<file path="config.mk">
export PLATFORM = sky130hd
export DESIGN_NAME = neuron_writeback
export DESIGN_NICKNAME = d
export VERILOG_FILES = /design/src/rtl/neuron_writeback.sv
export SDC_FILE = /design/constraint.sdc
export NUM_CORES = 1
export LEC_CHECK = 0
export BUFFER_PORTS_ARGS = -buffer_cell sky130_fd_sc_hd__buf_2
export CAP_MARGIN = 20
export CORE_MARGIN = 3
export CORE_UTILIZATION = 35
export DETAILED_ROUTE_END_ITERATION = 8
export PLACE_DENSITY = 0.52
export SETUP_SLACK_MARGIN = 0.15
export SLEW_MARGIN = 20
export SYNTH_ARGS = -nofsm -noshare
export SYNTH_HDL_FRONTEND = slang
export SYNTH_SLANG_ARGS = --single-unit
</file>
<file path="constraint.sdc">
create_clock -name clk -period 5.41 [get_ports clk]
set_clock_uncertainty 0.15 [all_clocks]
set_input_delay 0.541 -clock clk [delete_from_list [all_inputs] [get_ports clk]]
set_output_delay 0.541 -clock clk [all_outputs]
set_load 0.02 [all_outputs]
</file>
<file path="src/rtl/neuron_writeback.sv">
// Result write-back for the neural accelerator: ReLU, rescale and saturate each
// MAC result, queue it, and write activations to consecutive neuron RAM addresses.
module neuron_writeback #(
  parameter int ACC_W      = 16,
  parameter int DATA_W     = 8,
  parameter int ADDR_W     = 8,
  parameter int FRAC_SHIFT = 4,
  parameter int FIFO_DEPTH = 4
) (
  input  logic              clk,
  input  logic              reset,
  input  logic              start,
  input  logic [ADDR_W-1:0] write_base,
  input  logic [7:0]        Nk,
  input  logic [ACC_W-1:0]  acc_in,
  input  logic              acc_valid,
  input  logic              wr_ready,
  output logic              wre,
  output logic [ADDR_W-1:0] write_address,
  output logic [DATA_W-1:0] write_data,
  output logic              busy,
  output logic              layer_done,
  output logic              overflow
);

  localparam int PTR_W = (FIFO_DEPTH > 1) ? $clog2(FIFO_DEPTH) : 1;

  typedef enum logic [1:0] {IDLE, COLLECT, DRAIN, DONE} state_t;

  state_t              state_reg, state_next;
  logic [ADDR_W-1:0]   base_reg;
  logic [7:0]          count_reg;
  logic [7:0]          accepted_reg, accepted_next;
  logic [7:0]          written_reg, written_next;
  logic [7:0]          index_reg;

  logic [DATA_W-1:0]   fifo_mem [FIFO_DEPTH];
  logic [PTR_W:0]      wr_ptr_reg, rd_ptr_reg;
  logic                fifo_empty, fifo_full;
  logic                accept, push, drop, pop;

  logic signed [ACC_W-1:0] relu_val, shift_val;
  logic [DATA_W-1:0]       act_val;

  // Activation is formed before queuing so the FIFO only stores DATA_W bits.
  always_comb begin
    relu_val  = acc_in[ACC_W-1] ? '0 : signed'(acc_in);
    shift_val = relu_val >>> FRAC_SHIFT;
    act_val   = (|shift_val[ACC_W-1:DATA_W]) ? '1 : shift_val[DATA_W-1:0];
  end

  assign fifo_empty = (wr_ptr_reg == rd_ptr_reg);
  assign fifo_full  = (wr_ptr_reg[PTR_W] != rd_ptr_reg[PTR_W]) &&
                      (wr_ptr_reg[PTR_W-1:0] == rd_ptr_reg[PTR_W-1:0]);

  always_comb begin
    accept = (state_reg == COLLECT) && acc_valid && (accepted_reg < count_reg);
    push   = accept && !fifo_full;
    drop   = accept && fifo_full;
    pop    = !fifo_empty && wr_ready &&
             ((state_reg == COLLECT) || (state_reg == DRAIN));
    accepted_next = accepted_reg + 8'(accept);
    // Dropped results count as retired so the layer still terminates.
    written_next  = written_reg + 8'(pop) + 8'(drop);
  end

  always_comb begin
    state_next = state_reg;
    case (state_reg)
      IDLE:    if (start) state_next = (Nk == 8'd0) ? DONE : COLLECT;
      COLLECT: if (accepted_next == count_reg) state_next = DRAIN;
      DRAIN:   if (written_next == count_reg) state_next = DONE;
      DONE:    state_next = IDLE;
      default: state_next = IDLE;
    endcase
  end

  always_ff @(posedge clk) begin
    if (push) fifo_mem[wr_ptr_reg[PTR_W-1:0]] <= act_val;
  end

  always_ff @(posedge clk) begin
    if (reset) begin
      state_reg     <= IDLE;
      base_reg      <= '0;
      count_reg     <= '0;
      accepted_reg  <= '0;
      written_reg   <= '0;
      index_reg     <= '0;
      wr_ptr_reg    <= '0;
      rd_ptr_reg    <= '0;
      wre           <= 1'b0;
      write_address <= '0;
      write_data    <= '0;
      layer_done    <= 1'b0;
      overflow      <= 1'b0;
    end else begin
      state_reg    <= state_next;
      layer_done   <= (state_reg == DONE);
      wre          <= pop;
      accepted_reg <= accepted_next;
      written_reg  <= written_next;
      if (push) wr_ptr_reg <= wr_ptr_reg + 1'b1;
      if (pop) begin
        write_address <= base_reg + ADDR_W'(index_reg);
        write_data    <= fifo_mem[rd_ptr_reg[PTR_W-1:0]];
        rd_ptr_reg    <= rd_ptr_reg + 1'b1;
        index_reg     <= index_reg + 8'd1;
      end
      if (drop) overflow <= 1'b1;
      if ((state_reg == IDLE) && start) begin
        base_reg     <= write_base;
        count_reg    <= Nk;
        accepted_reg <= '0;
        written_reg  <= '0;
        index_reg    <= '0;
      end
    end
  end

  // DONE still reports busy; it drops as layer_done rises.
  assign busy = (state_reg != IDLE);

endmodule

</file>
==> metrics.md <==
| Metric | Value |
|---|---|
| Fin nets | `568` |
| CTS H-tree lvls | `3` |
| Crit path max-delay cell type | `or4_4` |
| Placer congestion estimate | `0.783` |
| Top_reg_cell synth | `dfxtp_1` |
| RSZ-0062 raised after global routing | `false` |
| Synth top area cells | `dfxtp_1 29%, edfxtp_1 20%, ha_1 7.5%` |
| Top-count cell post-synth | `dfxtp_1` |
| Hold Fails Final Rpt | `0` |
| Sequential area share after synthesis | `0.490` |
| Logic pwr share | `0.180` |
| Post-synth EDFFs | `32` |
| Largest net degree at the start of global routing | `47` |
| Crit path launch type | `flip-flop` |
| Via Count | `3,219` |
| Seq cells post-synth | `99` |
| CP top delay family | `compound AO/OA/AOI/OAI gates` |
| Psw | `520 uW` |
| Reg clk slew, reported paths | `0.07 ns` |
| Placement Setup Slack | `1.15 ns` |
| Hold Buf Count CTS | `0` |
| Clock Power Share | `0.379` |
| Yosys warns | `0` |
| Internal | `1410 uW` |
| Cell area after synthesis | `4700 um^2` |
| Least-Margin Pin Slew | `0.802 ns` |
| Max cap viols | `0` |
| Crit path top cell by count | `ha_1` |
| Hold Slack | `0.282 ns` |
| Sequential Power Share | `0.440` |
| Proportion of layout cells with a drive suffix above 1 | `0.172` |
| Final ANT Viol Nets | `0` |
| Min Tclk post-route | `4.27 ns` |
| Setup CP Type | `reg2reg` |
| IO Pins | `57` |
| Ys async rst share | `0` |
| Power Dens Cells | `353 nW/um^2` |
| Clk Latency, worst-skew pair | `0.34 ns` |
| GRT Total Usage | `0.138` |
| Drt total wl | `9.57 mm` |
| First-pass DRT Iterations | `4` |
| Antenna cells | `0` |
| Crit. End Element | `flip-flop` |
| Final worst slack | `1.14 ns` |
| I/O Buffers | `52` |
| Sw frac | `0.270` |
| Area added between synthesis and finish | `16.1%` |
| Final setup vio count | `0` |
| Maximum VDD drop | `0.172 mV` |
| Hold Crit Depth | `3` |
| Worst path required time | `5.52 ns` |
| Die W | `122 um` |
| Starting DRC count in detailed routing | `159` |
| Synth area leader | `dfxtp_1` |
| Outcome | `finished, final reports clean` |
| CTS tree | `built` |
| Number of flip-flops in the largest register | `32` |
| Clock buffer depth | `2` |
| Setup TNS | `0 ns` |
| Crit path buffers/inverters | `1` |
| Vert. Die Dim | `122 um` |
| Die Area | `14,800 um^2` |
| Root Driver | `clkbuf_16` |
| Tcrit/Tclk final | `0.790` |
| Site Rows | `41` |
| Initial antenna violation count | `0` |
| Fmax | `234 MHz` |
| Num CTS Buffers | `9` |
| Vias in the first global route | `3,202` |
| Cell Chain, Critical Path | `inv_1, ha_1, a21o_1, a211oi_1, o21ai_0, a211o_1, nor2_1, fa_1, ha_1, nand3_2, xor2_2, xnor2_1, or4_4, o41ai_4, a21oi_1, a311oi_1` |
| Synth Instances | `456` |
| Filler cell count | `1,272` |
| Arrival @ worst endpoint | `4.38 ns` |
| HPWL after detailed placement | `6.76 mm` |
| Post_cts resized | `0` |
| Leak | `0.00212 uW` |
| Via-per-instance ratio | `4.75` |
| Commonest cells in the synthesized netlist | `67 x dfxtp_1, 65 x nor2_1, 43 x nand2_1` |
| GR Overflow Total | `0` |
| DR WL/cell | `14.1 um` |
| Worst hold path class | `in2reg` |
| Unique masters post-synth | `45` |
| First-pass GRT wire length | `16.0 mm` |
| # Post-CTS Setup Buffers | `0` |
| Core box area | `12,900 um^2` |
| Synth top area share | `0.285` |
| Crit path largest cell delay | `0.53 ns` |
| FF-to-FF path depth | `16` |
| Slew Limit Fails | `0` |
| Critical path peak fanout | `7` |
| Initial core utilization | `0.365` |
| Final routed DRC violation total | `0` |
| Max_slew headroom | `0.465` |
| Post-Synthesis Mean Instance Area | `10.3 um^2` |
| Synth Net Count | `523` |
| Clk sinks | `99` |
| WP depth | `16` |
cells in the final DEF, fill, tap and decap left out, drive strengths merged, types with 5 or more instances in the layout:
master / synthesis / final
nand2: 43 / 43
o21ai: 7 / 7
xnor2: 28 / 28
a21oi: 31 / 31
ha: 28 / 28
nor2b: 5 / 5
nand2b: 5 / 5
xor2: 17 / 17
and2: 5 / 5
mux4: 8 / 8
nor2: 65 / 65
mux2i: 13 / 13
clkbuf: 12 / 9
inv: 20 / 20
and3: 7 / 7
dfxtp: 67 / 67
nand3: 13 / 13
buf: 8 / 55
a211oi: 5 / 5
edfxtp: 32 / 32
power groups by stage:
stage	Combinational [uW]	Clock [uW]	Sequential (uW)
after floorplan	263	0	860
after global placement	351	0	864
after detailed placement	354	0	866
after CTS	357	756	849
after global routing	395	783	856
final	348	731	849
through the flow:
stage	instance area (um^2)	instances	total power, uW	util
after floorplan	4700	456	1120	-
after global placement	5110	662	1220	0.397
after detailed placement	5110	662	1220	0.397
after CTS	5460	678	1960	0.424
after global routing	5460	678	2030	0.424
final	5460	678	1930	0.424
worst reg2reg max path, stage by stage, from the launching register on:
cell and delay [ns]:
dfxtp_1 0.50, inv_1 0.08, ha_1 0.31, a21o_1 0.18, a211oi_1 0.21, o21ai_0 0.11
a211o_1 0.32, nor2_1 0.19, fa_1 0.28, ha_1 0.28, nand3_2 0.11, xor2_2 0.17
xnor2_1 0.13, or4_4 0.53, o41ai_4 0.30, a21oi_1 0.12, a311oi_1 0.24
path summary, 6_finish.rpt:
check,end,slack (ns),start
worst max register to register,state_reg[1],1.14,count_reg[4]
worst min-delay path,base_reg[4],0.28,write_base[4]
worst min register to register,base_reg[5],0.32,base_reg[5]
worst max-delay path,state_reg[1],1.14,count_reg[4]
per-layer routing:
layer / global-route usage / share of wire
met1: 0.182 / 0.48
met2: 0.224 / 0.47
met3: 0.0427 / 0.038
met4: 0.0315 / 0.0093
met5: 0 / 0
cell families after synthesis:
group           synth area share
flops                      0.490
compound gates            0.0807
xor+xnor                  0.0855
mux                       0.0684
simple gates               0.156
buf+inv                   0.0359
fa+ha+maj                 0.0831
final cells by class:
class,count,area [um^2],share of cell area
Clock buffer,9,225,0.0413
Clock inverter,7,116,0.0213
Multi-Input combinational cell,316,2240,0.410
Sequential cell,99,2300,0.422
Tap cell,172,215,0.0394
Timing Repair Buffer,55,283,0.0518
Inverter,20,75.1,0.0138
Note: power is estimated with default switching activity, not from simulation.
